$ cat config.mk
export PLATFORM = sky130hd
export DESIGN_NAME = param_memory_ctrl
export DESIGN_NICKNAME = d
export VERILOG_FILES = /design/src/rtl/param_memory_ctrl.sv
export SDC_FILE = /design/constraint.sdc
export NUM_CORES = 1
export LEC_CHECK = 0
export CAP_MARGIN = 20
export CORE_MARGIN = 5
export CORE_UTILIZATION = 24
export CTS_BUF_LIST = sky130_fd_sc_hd__clkbuf_16
export CTS_CLUSTER_SIZE = 8
export DETAILED_ROUTE_END_ITERATION = 12
export PLACE_DENSITY = 0.39
export SYNTH_ARGS = -nofsm -noshare
export SYNTH_HDL_FRONTEND = slang
export SYNTH_SLANG_ARGS = --single-unit
$ cat constraint.sdc
create_clock -name i_clock -period 3.65 [get_ports i_clock]
set_input_delay 0.73 -clock i_clock [delete_from_list [all_inputs] [get_ports i_clock]]
set_output_delay 0.73 -clock i_clock [all_outputs]
set_load 0.01 [all_outputs]
$ cat src/rtl/param_memory_ctrl.sv
// -----------------------------------------------------------------------------
// param_memory_ctrl
//
// Parametrised single-port synchronous memory controller. Holds DEPTH words of
// DATA_WIDTH bits behind a select/ready request handshake. Reads return
// registered data with a one-cycle valid strobe. A hardware clear sequencer
// writes CLEAR_VALUE to every word after reset and whenever i_clear is pulsed
// while idle, so no manual initialisation sweep is needed upstream.
//
// Parameters:
//   DATA_WIDTH   word width in bits
//   ADDR_WIDTH   address width, DEPTH = 2**ADDR_WIDTH (derived)
//   CLEAR_VALUE  value written to every word by a clear sweep
//
// Ports:
//   i_clock      single clock, all state changes on its rising edge
//   i_reset      synchronous active-high reset, highest priority
//   i_select     request valid
//   i_operation  1 = write, 0 = read
//   i_addr       request address
//   i_data       write data
//   i_clear      pulse to start a clear sweep (honoured only while idle)
//   o_ready      a request is accepted this cycle (registered)
//   o_data       registered read data, holds its last read value
//   o_valid      one-cycle strobe per completed read
//   o_init_done  at least one full clear sweep has finished since reset
// -----------------------------------------------------------------------------
module param_memory_ctrl #(
   parameter int                    DATA_WIDTH  = 8,
   parameter int                    ADDR_WIDTH  = 3,
   parameter logic [DATA_WIDTH-1:0] CLEAR_VALUE = {DATA_WIDTH{1'b0}}
) (
   input  logic                  i_clock,
   input  logic                  i_reset,
   input  logic                  i_select,
   input  logic                  i_operation,
   input  logic [ADDR_WIDTH-1:0] i_addr,
   input  logic [DATA_WIDTH-1:0] i_data,
   input  logic                  i_clear,
   output logic                  o_ready,
   output logic [DATA_WIDTH-1:0] o_data,
   output logic                  o_valid,
   output logic                  o_init_done
);

   localparam int DEPTH = 2 ** ADDR_WIDTH;

   // Last address of the sweep; the counter wraps to zero right after it.
   localparam logic [ADDR_WIDTH-1:0] LAST_ADDR = ADDR_WIDTH'(DEPTH - 1);
   localparam logic [ADDR_WIDTH-1:0] ADDR_ZERO = {ADDR_WIDTH{1'b0}};
   localparam logic [ADDR_WIDTH-1:0] ADDR_ONE  = ADDR_WIDTH'(1);

   typedef enum logic [0:0] {
      ST_CLEAR = 1'b0,
      ST_IDLE  = 1'b1
   } state_t;

   // Storage array; deliberately not reset, only the clear sweep initialises it.
   logic [DATA_WIDTH-1:0] mem_q [DEPTH];

   state_t                state_q,     state_d;
   logic [ADDR_WIDTH-1:0] cnt_q,       cnt_d;
   logic                  ready_q,     ready_d;
   logic                  valid_q,     valid_d;
   logic [DATA_WIDTH-1:0] data_q,      data_d;
   logic                  init_done_q, init_done_d;

   // Single memory write port shared by the sweep and accepted write requests.
   logic                  mem_we_s;
   logic [ADDR_WIDTH-1:0] mem_waddr_s;
   logic [DATA_WIDTH-1:0] mem_wdata_s;

   // Next-state, output and memory-write decode for the CLEAR/IDLE controller.
   always_comb begin
      state_d     = state_q;
      cnt_d       = cnt_q;
      ready_d     = ready_q;
      valid_d     = 1'b0;          // strobe drops unless a read is accepted
      data_d      = data_q;        // read data holds between reads
      init_done_d = init_done_q;
      mem_we_s    = 1'b0;
      mem_waddr_s = cnt_q;
      mem_wdata_s = CLEAR_VALUE;

      if (i_reset) begin
         // Reset must not disturb the array; the register update is handled
         // in the sequential block, so only the write is suppressed here.
         mem_we_s = 1'b0;
      end else begin
         case (state_q)
            ST_CLEAR: begin
               // i_select and i_clear are both ignored while sweeping.
               mem_we_s    = 1'b1;
               mem_waddr_s = cnt_q;
               mem_wdata_s = CLEAR_VALUE;
               if (cnt_q == LAST_ADDR) begin
                  cnt_d       = ADDR_ZERO;
                  state_d     = ST_IDLE;
                  ready_d     = 1'b1;
                  init_done_d = 1'b1;
               end else begin
                  cnt_d = cnt_q + ADDR_ONE;
               end
            end

            ST_IDLE: begin
               if (i_clear) begin
                  // Clear wins over a simultaneous request, which is dropped.
                  state_d = ST_CLEAR;
                  cnt_d   = ADDR_ZERO;
                  ready_d = 1'b0;
               end else if (i_select && ready_q) begin
                  if (i_operation) begin
                     mem_we_s    = 1'b1;
                     mem_waddr_s = i_addr;
                     mem_wdata_s = i_data;
                  end else begin
                     data_d  = mem_q[i_addr];
                     valid_d = 1'b1;
                  end
               end else begin
                  mem_we_s = 1'b0;
               end
            end

            default: begin
               // Recover an illegal encoding by restarting a full sweep.
               state_d = ST_CLEAR;
               cnt_d   = ADDR_ZERO;
               ready_d = 1'b0;
            end
         endcase
      end
   end

   // Controller state and registered outputs, synchronous active-high reset.
   always_ff @(posedge i_clock) begin
      if (i_reset) begin
         state_q     <= ST_CLEAR;
         cnt_q       <= ADDR_ZERO;
         ready_q     <= 1'b0;
         valid_q     <= 1'b0;
         data_q      <= {DATA_WIDTH{1'b0}};
         init_done_q <= 1'b0;
      end else begin
         state_q     <= state_d;
         cnt_q       <= cnt_d;
         ready_q     <= ready_d;
         valid_q     <= valid_d;
         data_q      <= data_d;
         init_done_q <= init_done_d;
      end
   end

   // Memory array write port.
   always_ff @(posedge i_clock) begin
      if (mem_we_s) begin
         mem_q[mem_waddr_s] <= mem_wdata_s;
      end
   end

   assign o_ready     = ready_q;
   assign o_data      = data_q;
   assign o_valid     = valid_q;
   assign o_init_done = init_done_q;

endmodule

[Word level (Yosys, flattened, before mapping)]
Memory sizes are Yosys's and may differ from the RTL's. A register that Yosys moved wholly into a read port is not among the register bits.
Index checks and enable logic that the tools add are counted.
Storage, ports and cells
  register bits after elaboration: 7
  RAM bits: 64
  output and inout bits: 11
  word-level logic and storage cells: 46
  memories: 1
Cells by class
  add/sub/neg operators: 1
  equality and inequality tests: 3
  multiplexer cells: 27
  bitwise logic cells: 4
  reduce and logical (&&, ||, !) cells: 5
Memory list
  mem_q: depth 8, bits a word 8, read ports 1, clocked after memory_dff 1, write ports 1, RTL line 59  | logic [DATA_WIDTH-1:0] mem_q [DEPTH];
Operator list (number)
  8-bit two-way mux: 4
  3-bit two-way mux: 6
  8-bit case mux with 2 select lines: 1
  3-bit case mux with 2 select lines: 2
  1-bit two-way mux: 11
  1-bit case mux with 2 select lines: 3
  2-bit inequality test (second input constant): 2
  1-bit NOT: 4
  2-bit AND reduction: 2
  4-bit AND reduction: 1
  4-bit OR reduction: 1
  3-bit by 1-bit adder with 3-bit output (second input constant): 1
  3-bit equality test (second input constant): 1
  1-bit logical AND: 1

[Depth between registers and ports, before layout]
Gate-level depths: netlist of run 1.
  word-level depth: 7
  mapped depth: 5
  depth with buffers taken out: 5

[Worst setup path after synthesis of run 1]
OpenSTA, ideal clock, no wires.
  path type: input to register
  from: in i_reset
  to: mem mem_q[0][0] (enable)
  setup time: 0.386 ns
  arrival: 2.190 ns
  required time: 3.264 ns
  slack: 1.074 ns
  stages on the path: 4
  buffers on the path: 1
  cell sequence: buf_2 nand2b_1 or4_1 a211oi_1
Between the ends
  cells in the longest elaborated chain, start to end: 3
  elaborated cells between the ends (all ways): 4
  those cells by class: mux (4)
RTL lines
  from (decl): RTL line 34  | input logic i_reset,
  1-bit two-way mux: RTL line 85  | if (i_reset) begin
  1-bit two-way mux: RTL line 157  | if (mem_we_s) begin
  1-bit two-way mux (not written as such): RTL line 158  | mem_q[mem_waddr_s] <= mem_wdata_s;
  to (decl): RTL line 59
Several ways; a longest one is shown, not always the timed one.

[Worst setup path after layout of run 1]
  from: in i_reset
  to: mem mem_q[4][0] (enable)
The elaborated chain is that of the path after synthesis.

==> results of run 1 <==
where the power goes:
| group | internal, mW | leakage, nW | total [mW] | switching (mW) |
|---|---|---|---|---|
| logic | 0.0600 | 0.538 | 0.122 | 0.0620 |
| registers | 0.986 | 0.709 | 0.995 | 0.00878 |
| clock network | 0.587 | 0.157 | 0.913 | 0.325 |
| total | 1.63 | 1.40 | 2.03 | 0.396 |
path summary, 6_finish.rpt:
kind / end / slack, ns / start
max: mem_q[4][0] / 0.97 / i_reset
min: o_data[4] / 0.46 / o_data[4]
max reg2reg: mem_q[1][2] / 1.46 / state_q
min reg2reg: o_data[4] / 0.46 / o_data[4]
flip-flops by register name, summed over array words and instances, names as in the netlist:
name and flops:
mem_q 64, o_data 8, cnt_q 3, o_init_done 1, o_ready 1, o_valid 1, state_q 1
kinds of logic (layout without fill, tap and decap cells):
| logic type | after synthesis | after routing |
|---|---|---|
| multiplexers | 26 | 26 |
| AND/OR/NAND/NOR | 32 | 32 |
| adder cells (fa/ha/maj) | 2 | 2 |
| AO/OA/AOI/OAI | 28 | 28 |
| flip-flops | 79 | 79 |
| buffers and inverters | 15 | 61 |
per-layer routing:
metal | share of wire [%] | track usage [%] | vias up
li1 | - | - | 823
met1 | 45 | 13.1 | 872
met2 | 48 | 16.4 | 40
met3 | 5.8 | 3.24 | 2
met4 | 0.33 | 3.06 | 0
met5 | 0 | 0 | -
per-stage QoR:
step	utilization (%)	power [mW]	worst slack, ns
5_1_grt	30.6	2.12	0.799
3_3_place_gp	28.3	1.14	0.671
4_1_cts	30.6	2.06	0.968
3_5_place_dp	28.3	1.14	0.618
6_report	30.6	2.03	0.965
2_1_floorplan	-	1.08	1.07
critical path, delay by kind of cell:
| family | cells | cell delay, ns |
|---|---|---|
| compound gates | 1 | 0.39 |
| simple gates | 2 | 0.84 |
| buf+inv | 2 | 0.77 |
cells in the mapped netlist (all sizes together):
| library cell | number | area share (%) |
|---|---|---|
| nor3 | 1 | 0.16 |
| and4b | 1 | 0.43 |
| clkbuf | 2 | 0.24 |
| nand2 | 3 | 0.35 |
| mux4 | 15 | 11 |
| a21oi | 4 | 0.75 |
| o2bb2ai | 7 | 1.9 |
| nand4b | 3 | 1.3 |
| nand2b | 1 | 0.20 |
| o211ai | 1 | 0.24 |
| and3 | 8 | 1.6 |
| mux2i | 11 | 3.5 |
| a31oi | 1 | 0.20 |
| or3 | 1 | 0.20 |
| o32a | 1 | 0.31 |
| a32oi | 1 | 0.27 |
| nor2 | 6 | 0.71 |
| dfxtp | 15 | 9.4 |
| nand3 | 2 | 0.31 |
| inv | 4 | 0.47 |
| or4 | 1 | 0.24 |
| edfxtp | 64 | 60 |
| nand4 | 1 | 0.20 |
| a2bb2o | 1 | 0.35 |
| a211oi | 8 | 1.9 |
| o21ai | 4 | 0.63 |
| buf | 9 | 1.8 |
| ha | 2 | 0.78 |
| nor2b | 4 | 0.78 |
placed cells by master, fill, tap and decap left out, drive strengths merged:
master	n
a211oi	8
a21oi	4
a2bb2o	1
a31oi	1
a32oi	1
and3	8
and4b	1
buf	15
bufinv	2
clkbuf	9
clkdlybuf4s50	26
clkinv	3
dfxtp	15
edfxtp	64
ha	2
inv	6
mux2i	11
mux4	15
nand2	3
nand2b	1
nand3	2
nand4	1
nand4b	3
nor2	6
nor2b	4
nor3	1
o211ai	1
o21ai	4
o2bb2ai	7
o32a	1
or3	1
or4	1
area by class of cell:
type | count | area (sq um) | share of cell area, %
Tap cell | 176 | 220 | 5.47
Clock buffer | 9 | 225 | 5.60
Clock inverter | 7 | 80.1 | 1.99
Sequential cell | 79 | 2220 | 55.2
Timing Repair Buffer | 41 | 373 | 9.27
Multi-Input combinational cell | 88 | 887 | 22.1
Inverter | 4 | 15.0 | 0.373
==> results, run 1 <==
- The routed length per placed instance is around 19 microns.
- The initial DRC count is 121.
- In this run the worst path has a maximum fanout of 11.
- Setup repair after global routing left no endpoint under its margin.
- The setup path with the least slack is of type in2reg.
- For this run, the top clock speed supported by timing is 372 MHz.
- The share of cell area taken by muxes after synthesis is between 10 and 15%.
- For this design the static power due to leakage is 1.40 nW.
- At the later pin of the worst-skew pair, clock insertion delay measures roughly 0.33 ns.
- The data arrival time of the critical path is around 2.7 ns.
- In this run the tightest slew margin relative to its limit is 52.9%.
- The final net count is about 240.
- Post-CTS repair changed the size of 0 cells.
- Relative to the synthesized area, the layout overhead comes to 26.1%.
- The number of pins with negative max-slew slack in the final report was 0.
- The finished layout holds a little over 400 standard cells, fillers aside.
- The maximum vdd ir drop is 0.000198 V.
- The worst path needs 2.68 ns of the cycle, external delays included.
- From bottom edge to top edge, the die measures 125 microns.
- For this run, the slowest stage of the critical path takes 0.63 ns.
- The detailed placer's ending HPWL is 5100 microns.
- In this run the clock root is driven by a sky130_fd_sc_hd__clkbuf_16.
- Summing all placed instances gives a cell area of 3720 sq um.
- The global route total overflow is 0.
- For the pin with the worst max-slew slack, the measured transition is 0.704 ns.
- The synthesized netlist devotes 6.55% of its cell area to compound gates.
- The post-synth net total is 200.
- Traced cell by cell, the critical path runs through clkdlybuf4s50_1 > nor2b_1 > nand4b_1 > a211oi_1 > buf_4.
- The cell count after synthesis came out at 182.
- The largest individual stage delay along the critical path comes from the cell sky130_fd_sc_hd__nor2b_1.
- The number of violations of the max-capacitance limit is 0.
- For the final routed database, the setup TNS stands at 0 ns.
- For this design the top-level I/O count stands at 27.
- The mean cell area of the mapped netlist is roughly 18 sq um.
- The combined area of all synthesized cells is 3190 sq um.
- The combined global-route utilization of all metal layers is 10.2%.
- The congestion estimate from routability-driven global placement came to 0.718.
- The H-tree depth is 3.
- For this configuration, the core starts out at a cell density of 24.3%.
- After Yosys synthesis, XOR and XNOR cells account for 0% of the synthesized area.
- The flow ran to the end, and the final reports show no timing, DRC or antenna violations.
- After detailed routing, the total wire length is 7540 microns.
- The maximum count of clock buffers along a single path is 2.
- The total count of hold-check failures in the final report is 0.
- Of the total synthesized cell area, the portion taken by full adders, half adders and majority gates is less than 1%.
- The placeable core region is 13,100 sq um.
- The number of fill cells in the layout is around 1,300.
- The nature of the critical path startpoint is an input port.
- The die covers approximately 16,000 sq um.
- After clock tree synthesis, the clock-pin slew on the worst setup and hold paths is 0.05 ns.
- The simple-gate portion of the synthesized area is 6.43%.
- The synthesized design contains 79 register bits.
- The netlist uses 34 different library cells.
- By area, the combinational part of the netlist is dominated by multiplexers.
- The via count is 1,737.
- The count of yosys warnings during synthesis is 0.
- The category of the worst setup path capture point is a register.
- Dividing total power by cell area gives a power density of 504 nW/um^2.
- In this run the remaining antenna-violating nets after routing total 0.
- Once the clock tree was built, the setup fixing pass inserted 0 buffers.
- After detailed routing, the number of remaining DRC violations is 0.
- The initial antenna violation count was 0.
- After synthesis, flip-flops and latches occupy 69.6% of the total area.
- The total of buffers placed on input and output ports is 26.
- The total inserted antenna cells is 0.
- Counting instances, the worst hold path has a depth of 1.
- Data on the critical path is required at its endpoint by 3.69 ns.
- The wire length of the first global-routing pass is 11,600 microns.
- The worst reg-to-reg path cell count is 4.
- The tree built by TritonCTS fans out to 79 sinks.
- The total CTS buffers is 9.
- The post-route fraction of the period consumed by the critical path is 73.6%.
- The number of hold buffers added after cts is 0.
- The class of the tightest hold or removal check is reg2reg.
- The clock tree skew after final layout is around 0.0043 ns.
- The largest net degree at the start of global routing is 21.
- The via count of the first global-routing pass is just under 2,000.
- The average vias per placed instance is 4.30.
- Including well taps, the total number of placed cells is 388.
- The number of setup violations in the final report is 0.
- The first TritonRoute pass finished after 4 iterations.
- The total non-filler cell area in the finished layout is 4020 sq um.
- The layout cell share with drive strength beyond 1 is 20.2%.
- Across all hold checks on the routed design, the worst slack comes to roughly 0.46 ns.
- TritonCTS built the clock tree.
- Row generation in the floorplan step produced 42 rows.
- The horizontal die dimension is 125 microns.
Power figures use the tool's default switching activity.
==> inputs of run 2 (changes only) <==
- clock period: 3.65 -> 2.48 ns (I/O delays scaled with it)
==> results, run 2 (synthesis results as in run 1) <==
- The total number of placement rows is 42 (unchanged).
- The area taken by flip-flops and latches was 2220 sq um (unchanged).
- The total count of hold-check failures in the final report is 0 (unchanged).
- The data arrival time of the critical path was 2.28 ns (-0.45 ns).
- The delay of the slowest cell on the worst path is 0.46 ns (-0.17 ns).
- The critical path required time is 2.52 ns (-1.17 ns).
- The worst-case hold path end point is o_data[7].
- The area of the multi-input gates is 887 sq um (unchanged).
- The count of antenna-violating nets left after detailed routing was 0 (unchanged).
- The most frequent standard cell in the layout excluding fill and tap cells is sky130_fd_sc_hd__edfxtp_1.
- The initial antenna violation count is 0 (unchanged).
- The number of pins with negative max-slew slack in the final report came to 0 (unchanged).
- The number of violations of the max-capacitance limit is 0 (unchanged).
- The total of buffers placed on input and output ports is 26 (unchanged).
- The tightest slew margin relative to the limit was 66.4% (+13 points).
- In the layout the commonest cells are sky130_fd_sc_hd__edfxtp_1 (64), sky130_fd_sc_hd__clkdlybuf4s50_1 (26), sky130_fd_sc_hd__buf_4 (22).
- The H-tree depth is 3 (unchanged).
- The placeable core region was 13,100 sq um (unchanged).
- The final net count is 249 (+3.3%).
- The slew at the pin with the worst max-slew slack is 0.501 ns (-0.203 ns).
- The number of fill cells in the layout is 1,331 (+0.53%).
- The via count of the first global-routing pass is 2,003 (+3.9%).
- The floorplan die area is 15,700 sq um (unchanged).
- Setup repair after global routing left no endpoint under its margin.
- The signal on the critical path passes through clkdlybuf4s50_1 > and4b_4 > a32oi_1 > a211oi_1 > buf_4.
- The maximum achievable frequency is 448 MHz.
- The horizontal die dimension is 125 microns (unchanged).
- The share of the core filled with cells is 31.3% (+0.69 points).
- The maximum count of clock buffers along a single path is 2 (unchanged).
- The die boundary height is 125 microns (unchanged).
- The nature of the critical path startpoint is an input port.
- The weighted congestion reported at the end of routability-driven placement is 0.718 (about the same).
- The combined global-route utilization of all metal layers was 9.82% (-0.34 points).
- The starting utilization of the core area came to 24.3% (unchanged).
- The critical path in this run is classified as in2reg.
- The clock tree from TritonCTS is built.
- Relative to the synthesized area, the layout overhead comes to 28.9%.
- Clock tree synthesis selected as its root buffer the cell sky130_fd_sc_hd__clkbuf_16.
- The routed length per placed instance is 17.5 microns (-6.2%).
- The total DRC errors in the routed layout is 0 (unchanged).
- The cell depth of the worst hold path is 1 (unchanged).
- The worst register-to-register path ends at mem_q[7][5].
- The wire length of the first global-routing pass is 11,500 microns (-1.3%).
- The detailed-route wire length is 7220 microns (-4.3%).
- The category of the worst setup path capture point is a register.
- The worst hold path begins at o_data[7].
- The clock transition at the register clock pins on the worst setup and hold paths after CTS is 0.06 ns (about the same).
- The largest net degree at the start of global routing was 19 (-9.5%).
- The worst-skew pair later-pin latency is 0.34 ns (about the same).
- The maximum vdd ir drop is 0.000247 V (+25%).
- The placed instance area is 3790 sq um (+2.0%).
- The count of boundary I/O pins came to 27 (unchanged).
- The number of setup violations in the final report is 0 (unchanged).
- The detailed placer's ending HPWL is 5050 microns (-0.96%).
- The number of standard cells in the layout, taps in and fillers out is 412 (+2.0%).
- The CTS sink count was 79 (unchanged).
- The register with the highest flop count is mem_q.
- The number of flip-flops in the largest register is 64 (unchanged).
- For this design, the slowest cell found on the critical path is sky130_fd_sc_hd__a211oi_1.
- The power density relative to cell area is 742 nW/um^2 (+47%).
- The static power due to leakage is 1.45 nW (+3.3%).
- The average vias per placed instance came to 4.30 (about the same).
- The via count was 1,770 (+1.9%).
- The reg-to-reg startpoint is state_q.
- The total CTS buffers is 9 (unchanged).
- The number of hold buffers added after cts came to 0 (unchanged).
- The layout cell share with drive strength beyond 1 is 24.2% (+4.0 points).
- The path class of the tightest hold or removal check is reg2reg.
- The worst reg-to-reg path cell count was 4 (unchanged).
- The clock tree skew after final layout is 0.00783 ns (+0.00349 ns).
- The initial DRC count is 90 (-26%).
- The largest fanout on the critical path is 8 (-3).
- Among cell families on the critical path, the largest total delay comes from buffers and inverters.
- The worst hold slack across all endpoints is 0.462 ns (+0.00432 ns).
- The post-route fraction of the period consumed by the critical path is 90.1%.
- The number of post-CTS setup repair buffers is 0 (unchanged).
- The cell count after placement came to 396 (+2.1%).
- The register-to-register setup slack is 0.33 ns (-1.13 ns).
- The clock period minus worst slack is 2.23 ns.
- The flow ran to the end, and the final reports show no timing, DRC or antenna violations.
- The global route total overflow is 0 (unchanged).
- The number of buffer and inverter stages on the critical path is 2 (unchanged).
- The total inserted antenna cells is 0 (unchanged).
- The total non-filler cell area in the finished layout was 4110 sq um (+2.2%).
- The total iterations of the first detailed-routing run was 4 (unchanged).
- The number of gates resized after CTS is 0 (unchanged).
==> run 2: worst max-delay path by stage <==
stage | startpoint | endpoint | depth (start not counted)
floorplan | i_reset | mem_q[0][0] | 4
global placement | i_clear | mem_q[6][4] | 5
detailed placement | i_clear | mem_q[7][6] | 5
CTS | i_clear | mem_q[7][1] | 5
global route | i_clear | mem_q[7][0] | 5
finish | i_clear | mem_q[7][5] | 5
==> run 2: layout make-up <==
cell class              instances  share of cell area [%]
clock inverters                 7                    2.37
well taps                     176                    5.35
inverters                       4                   0.365
clock buffers                   9                    5.48
flip-flops and latches         79                    54.0
multi-input cells              88                    21.6
repair buffers                 49                    10.8
==> run 2: through the flow <==
step / power (mW) / setup WS [ns] / TNS, ns
after floorplan: 1.59 / 0.138 / 0
after global placement: 1.68 / -0.0972 / -1.98
after detailed placement: 1.68 / -0.119 / -1.94
after CTS: 3.11 / 0.249 / 0
after global routing: 3.17 / 0.219 / 0
final: 3.05 / 0.246 / 0
==> run 2: power breakdown <==
group / internal (mW) / leakage [nW] / switching (mW)
logic: 0.0950 / 0.584 / 0.0882
registers: 1.45 / 0.709 / 0.0132
clock network: 0.884 / 0.157 / 0.523
==> run 2: per-layer routing <==
metal	vias up	GRT usage, %	routed length (microns)
met2	36	16.2	3560
met4	0	3.44	110
met3	9	2.94	274
met5	-	0	0
li1	835	-	-
met1	890	12.3	3270
